`config.mk`:
```
export PLATFORM = sky130hd
export DESIGN_NAME = data_path_pipe
export DESIGN_NICKNAME = d
export VERILOG_FILES = /design/src/rtl/dp_pkg.sv /design/src/rtl/data_path_pipe_alu_ops.sv /design/src/rtl/data_path_pipe.sv
export SDC_FILE = /design/constraint.sdc
export NUM_CORES = 1
export LEC_CHECK = 0
export ABC_AREA = 1
export BUFFER_PORTS_ARGS = -buffer_cell sky130_fd_sc_hd__buf_4
export CAP_MARGIN = 20
export CORE_MARGIN = 10
export CORE_UTILIZATION = 45
export DETAILED_ROUTE_END_ITERATION = 12
export HOLD_SLACK_MARGIN = 0.15
export PLACE_DENSITY = 0.59
export SYNTH_ARGS = -nofsm -noshare
export SYNTH_HDL_FRONTEND = slang
export SYNTH_SLANG_ARGS = --single-unit
```
`constraint.sdc`:
```
create_clock -name clk -period 4.5 [get_ports clk]
set_input_delay 0 -clock clk [delete_from_list [all_inputs] [get_ports clk]]
set_output_delay 0 -clock clk [all_outputs]
set_load 0.05 [all_outputs]
```
`src/rtl/dp_pkg.sv`:
```
// Shared opcode encoding and decode helpers for the two-stage data path.
package dp_pkg;
  localparam int OP_W = 3;

  localparam logic [OP_W-1:0] OP_LOAD = 3'd0;
  localparam logic [OP_W-1:0] OP_ADD  = 3'd1;
  localparam logic [OP_W-1:0] OP_SUB  = 3'd2;
  localparam logic [OP_W-1:0] OP_AND  = 3'd3;
  localparam logic [OP_W-1:0] OP_OR   = 3'd4;
  localparam logic [OP_W-1:0] OP_XOR  = 3'd5;
  localparam logic [OP_W-1:0] OP_MOVO = 3'd6;
  localparam logic [OP_W-1:0] OP_NOP  = 3'd7;

  // LOAD and every ALU op retire into the register file.
  function automatic logic is_write(input logic [OP_W-1:0] op);
    return (op <= OP_XOR);
  endfunction
endpackage

```
`src/rtl/data_path_pipe_alu_ops.sv`:
```
// Combinational ALU: result plus carry value and which flags the op updates.
module alu_ops
  import dp_pkg::*;
#(
  parameter int BIT_WIDTH = 8
) (
  input  logic [BIT_WIDTH-1:0] a,
  input  logic [BIT_WIDTH-1:0] b,
  input  logic [OP_W-1:0]      op,
  output logic [BIT_WIDTH-1:0] res,
  output logic                 carry,
  output logic                 carry_upd,
  output logic                 zero_upd
);
  always_comb begin
    res       = '0;
    carry     = 1'b0;
    carry_upd = 1'b0;
    zero_upd  = 1'b0;
    case (op)
      OP_ADD: begin
        {carry, res} = {1'b0, a} + {1'b0, b};
        carry_upd    = 1'b1;
        zero_upd     = 1'b1;
      end
      OP_SUB: begin
        // carry means "no borrow"
        res       = a - b;
        carry     = (a >= b);
        carry_upd = 1'b1;
        zero_upd  = 1'b1;
      end
      OP_AND: begin res = a & b; zero_upd = 1'b1; end
      OP_OR:  begin res = a | b; zero_upd = 1'b1; end
      OP_XOR: begin res = a ^ b; zero_upd = 1'b1; end
      default: ;
    endcase
  end
endmodule

```
`src/rtl/data_path_pipe.sv`:
```
// Register file + issue/execute pipeline with stage-2 -> stage-1 operand forwarding.
module data_path_pipe
  import dp_pkg::*;
#(
  parameter  int BIT_WIDTH = 8,
  parameter  int NUM_REGS  = 4,
  localparam int ADDR_W    = (NUM_REGS > 2) ? $clog2(NUM_REGS) : 1
) (
  input  logic                 clk,
  input  logic                 rst_n,
  input  logic                 op_valid,
  input  logic [OP_W-1:0]      op,
  input  logic [ADDR_W-1:0]    rd,
  input  logic [ADDR_W-1:0]    rs1,
  input  logic [ADDR_W-1:0]    rs2,
  input  logic [BIT_WIDTH-1:0] in,
  output logic [BIT_WIDTH-1:0] out,
  output logic                 out_valid,
  output logic                 cout,
  output logic                 zero
);
  logic [NUM_REGS-1:0][BIT_WIDTH-1:0] rf_q, rf_d;

  logic                 iss_vld_q, iss_vld_d;
  logic [OP_W-1:0]      iss_op_q,  iss_op_d;
  logic [ADDR_W-1:0]    iss_rd_q,  iss_rd_d;
  logic [BIT_WIDTH-1:0] iss_in_q,  iss_in_d;
  logic [BIT_WIDTH-1:0] iss_a_q,   iss_a_d;
  logic [BIT_WIDTH-1:0] iss_b_q,   iss_b_d;

  logic [BIT_WIDTH-1:0] out_q, out_d;
  logic                 out_vld_q, out_vld_d;
  logic                 cout_q, cout_d;
  logic                 zero_q, zero_d;

  logic [BIT_WIDTH-1:0] alu_res;
  logic                 alu_carry, alu_carry_upd, alu_zero_upd;
  logic                 wb_en;
  logic [BIT_WIDTH-1:0] wb_data;
  logic [BIT_WIDTH-1:0] a_rf, b_rf;

  alu_ops #(.BIT_WIDTH(BIT_WIDTH)) u_alu (
    .a         (iss_a_q),
    .b         (iss_b_q),
    .op        (iss_op_q),
    .res       (alu_res),
    .carry     (alu_carry),
    .carry_upd (alu_carry_upd),
    .zero_upd  (alu_zero_upd)
  );

  always_comb begin
    // Writes to a nonexistent register are dropped, so they must not forward either.
    wb_en   = iss_vld_q && is_write(iss_op_q) && (32'(iss_rd_q) < NUM_REGS);
    wb_data = (iss_op_q == OP_LOAD) ? iss_in_q : alu_res;

    a_rf = (32'(rs1) < NUM_REGS) ? rf_q[rs1] : '0;
    b_rf = (32'(rs2) < NUM_REGS) ? rf_q[rs2] : '0;

    iss_vld_d = op_valid;
    iss_op_d  = op;
    iss_rd_d  = rd;
    iss_in_d  = in;
    iss_a_d   = (wb_en && iss_rd_q == rs1) ? wb_data : a_rf;
    iss_b_d   = (wb_en && iss_rd_q == rs2) ? wb_data : b_rf;

    rf_d = rf_q;
    if (wb_en) rf_d[iss_rd_q] = wb_data;

    cout_d    = cout_q;
    zero_d    = zero_q;
    out_d     = out_q;
    out_vld_d = 1'b0;
    if (iss_vld_q) begin
      if (alu_carry_upd) cout_d = alu_carry;
      if (alu_zero_upd)  zero_d = (alu_res == '0);
      if (iss_op_q == OP_MOVO) begin
        out_d     = iss_a_q;
        out_vld_d = 1'b1;
      end
    end
  end

  always_ff @(posedge clk) begin
    if (!rst_n) begin
      rf_q      <= '0;
      iss_vld_q <= 1'b0;
      iss_op_q  <= OP_NOP;
      iss_rd_q  <= '0;
      iss_in_q  <= '0;
      iss_a_q   <= '0;
      iss_b_q   <= '0;
      out_q     <= '0;
      out_vld_q <= 1'b0;
      cout_q    <= 1'b0;
      zero_q    <= 1'b0;
    end else begin
      rf_q      <= rf_d;
      iss_vld_q <= iss_vld_d;
      iss_op_q  <= iss_op_d;
      iss_rd_q  <= iss_rd_d;
      iss_in_q  <= iss_in_d;
      iss_a_q   <= iss_a_d;
      iss_b_q   <= iss_b_d;
      out_q     <= out_d;
      out_vld_q <= out_vld_d;
      cout_q    <= cout_d;
      zero_q    <= zero_d;
    end
  end

  assign out       = out_q;
  assign out_valid = out_vld_q;
  assign cout      = cout_q;
  assign zero      = zero_q;
endmodule

```
==> impl_metrics.yaml <==
synth:
  syn-cell-area_mm2: 0.004345
  ys.warnings.count: 0
  synth.top_cell.area_share_pct: 33.63
  async_flop_share_pct: 0
  ys_seq_elements: 73
  yosysSeqAreaShare_pct: 33.63
  syn_inst: 646
  synthFlopType: "dfxtp_1"
  syn-num-nets: 693
  synth_cell_types: 35
  yosysMostFrequentCell: "nand2_1"
  synth_edf_count: 0
  synth_area_leaders: "dfxtp_1 34%, o21ai_0 10%, nand2_1 8.7%, inv_1 8.1%, nor2_1 7.3%"
  yosysTopAreaCell: "dfxtp_1"
  syn_area_per_cell_um2: 6.727
  ys_top_cells_by_count: "101 x nand2_1, 94 x inv_1, 90 x o21ai_0"
sta:
  fmax_mhz: 402.3
  period_needed_ns: 2.485
  rsz0062_at_grt: "no"
  setup_viol: 0
  fin_setup_tns_ns: 0
  period_share_pct: 55.23
  hold_viol_final: 0
  tightestPinTransition_ns: 0.9476
  max_slew_margin_pct: 36.48
  fin_skew_ns: 0.01549
  drv_slew: 0
route:
  drt-pass1-iter-count: 5
  wl_per_cell_um: 15.27
  num_vias: 4247
  post-route-drc-count: 0
  wl_um: 12550
  drt_iter0_markers: 301
  ant_nets: 0
  via_per_inst: 5.167
global_routing:
  grt_first_pass_wirelength_um: 20450
  grt_max_degree: 60
  antenna_found_initial: 0
  grt_pass1_vias: 4036
  overflow: 0
  track_usage_pct: 17.72
die:
  die_w_um: 118.3
  dieHeight_um: 118.3
  dieArea_mm2: 0.01399
  coreArea_mm2: 0.009328
  initial_core_util_pct: 46.59
  fp-row-count: 35
  ioPinCount: 31
clock_network:
  numCtsBuffers: 9
  post-cts-setup-buffers: 0
  cts_resized: 0
  cts_hold_buf: 26
  tritoncts: "done"
  h-tree-depth: 3
  worst_skew_pair.late_latency_ns: 0.35
  cts_root_buffer: "clkbuf_8"
  clk_path_buf_depth: 2
  clk_pin_slew_ns: 0.08
  cts_num_sinks: 73
worst_setup_path:
  arrival_ns: 2.76
  cp_data_required_time_ns: 4.78
  worstSetupEndpointType: "flip-flop"
  critPathLaunchType: "flip-flop"
  critPathMaxFanout: 4
  critPathKind: "reg -> reg"
run_status:
  status: "complete, no violations"
final_layout:
  syn2layout_area_growth_pct: 17.33
  drive_above_1_share_pct: 10.53
  final_util_pct: 54.66
  nFillCells: 944
  fin_nets: 735
  antennaDiodeCount: 0
power_and_ir_drop:
  p_per_area_mw_per_mm2: 301.1
  peakVddDrop_mv: 0.2007
  p_leak_nw: 2.436
placement:
  place.port_buffers: 30
  dp_hpwl_um: 9294
  gp_congestion: 0.9409
min_path:
  hp-class: "in -> reg"
job:
  maxCapViolCount: 0
state kept, by name (all words and copies together), names as in the netlist, 2 cells and up:
name      count
iss_op_q      3
iss_b_q       8
iss_rd_q      2
out           8
iss_a_q       8
rf_q         32
iss_in_q      8
critical path, stage by stage, from the launching register on:
cell	delay, ns
dfxtp_1	0.33
inv_1	0.16
ha_1	0.19
inv_1	0.09
fa_1	0.47
inv_1	0.08
nand2_1	0.04
nand2_1	0.07
nor2_1	0.04
nor2_1	0.10
nand2_1	0.10
nor2_1	0.11
nand2_1	0.05
nor2_1	0.18
nand3_1	0.11
nor2_1	0.17
nor2_1	0.06
nor2_1	0.07
path summary, 6_finish.rpt:
path,startpoint,end,slack [ns],cells after the start
worst max register to register,iss_a_q[0]$_SDFF_PN0_,zero$_SDFFE_PN0P_,2.01,17
worst min register to register,rf_q[8]$_SDFFE_PN0P_,rf_q[8]$_SDFFE_PN0P_,0.50,2
worst max-delay path,iss_a_q[0]$_SDFF_PN0_,zero$_SDFFE_PN0P_,2.01,17
worst min-delay path,rs2[1],iss_b_q[1]$_SDFF_PN0_,0.21,5
placed cells by master, fill, tap and decap left out, types with 4 or more instances in the layout:
cell	instances
nand2_1	101
inv_1	94
o21ai_0	90
nor2_1	85
dfxtp_1	73
a21oi_1	53
buf_4	33
nand3_1	27
dlygate4sd3_1	26
ha_1	25
o22ai_1	10
nand4_1	9
clkbuf_8	9
o211ai_1	6
nor2_2	5
inv_2	4
nand2_2	4
a21o_1	4
xor2_1	4
per-stage QoR:
step,worst slack [ns],cell area (um2),instances,hold slack (ns),power [W]
finish,2.015,5099,822,0.2087,0.001535
global route,1.878,5099,822,0.2471,0.001613
CTS,2.036,5099,822,0.1695,0.001545
detailed placement,2.071,4621,780,0.1864,0.0009567
global placement,2.042,4621,780,0.1831,0.0009543
floorplan,2.624,4345,646,0.09763,0.0008851
cells by family after synthesis:
logic type	share of synthesized area, %
buffers and inverters	11.92
AO/OA/AOI/OAI	21.05
XOR/XNOR	0.8061
AND/OR/NAND/NOR	24.47
adder cells (fa/ha/maj)	8.120
flip-flops	33.63
metal layers:
layer	wire, um	vias to the layer above	global-route usage [%]
li1	-	2162	-
met1	5507	1973	21.03
met2	6339	94	31.64
met3	451	18	2.761
met4	253	0	5.873
met5	0	-	0
layout make-up:
| cell class | instances | area, um2 | area share (%) |
|---|---|---|---|
| Multi-Input combinational cell | 446 | 2376 | 46.60 |
| Sequential cell | 73 | 1461 | 28.66 |
| Timing Repair Buffer | 59 | 508.0 | 9.963 |
| Inverter | 99 | 374.1 | 7.337 |
| Tap cell | 129 | 161.4 | 3.166 |
| Clock buffer | 10 | 127.6 | 2.503 |
| Clock inverter | 6 | 90.09 | 1.767 |
report_power, final:
part	total [W]	internal, W	switching, W	leakage (nW)
logic	0.000271	0.0000996	0.000172	1.73
registers	0.000691	0.000669	0.0000215	0.596
clock network	0.000573	0.000316	0.000257	0.107
Note: power is estimated with default switching activity, not from simulation.
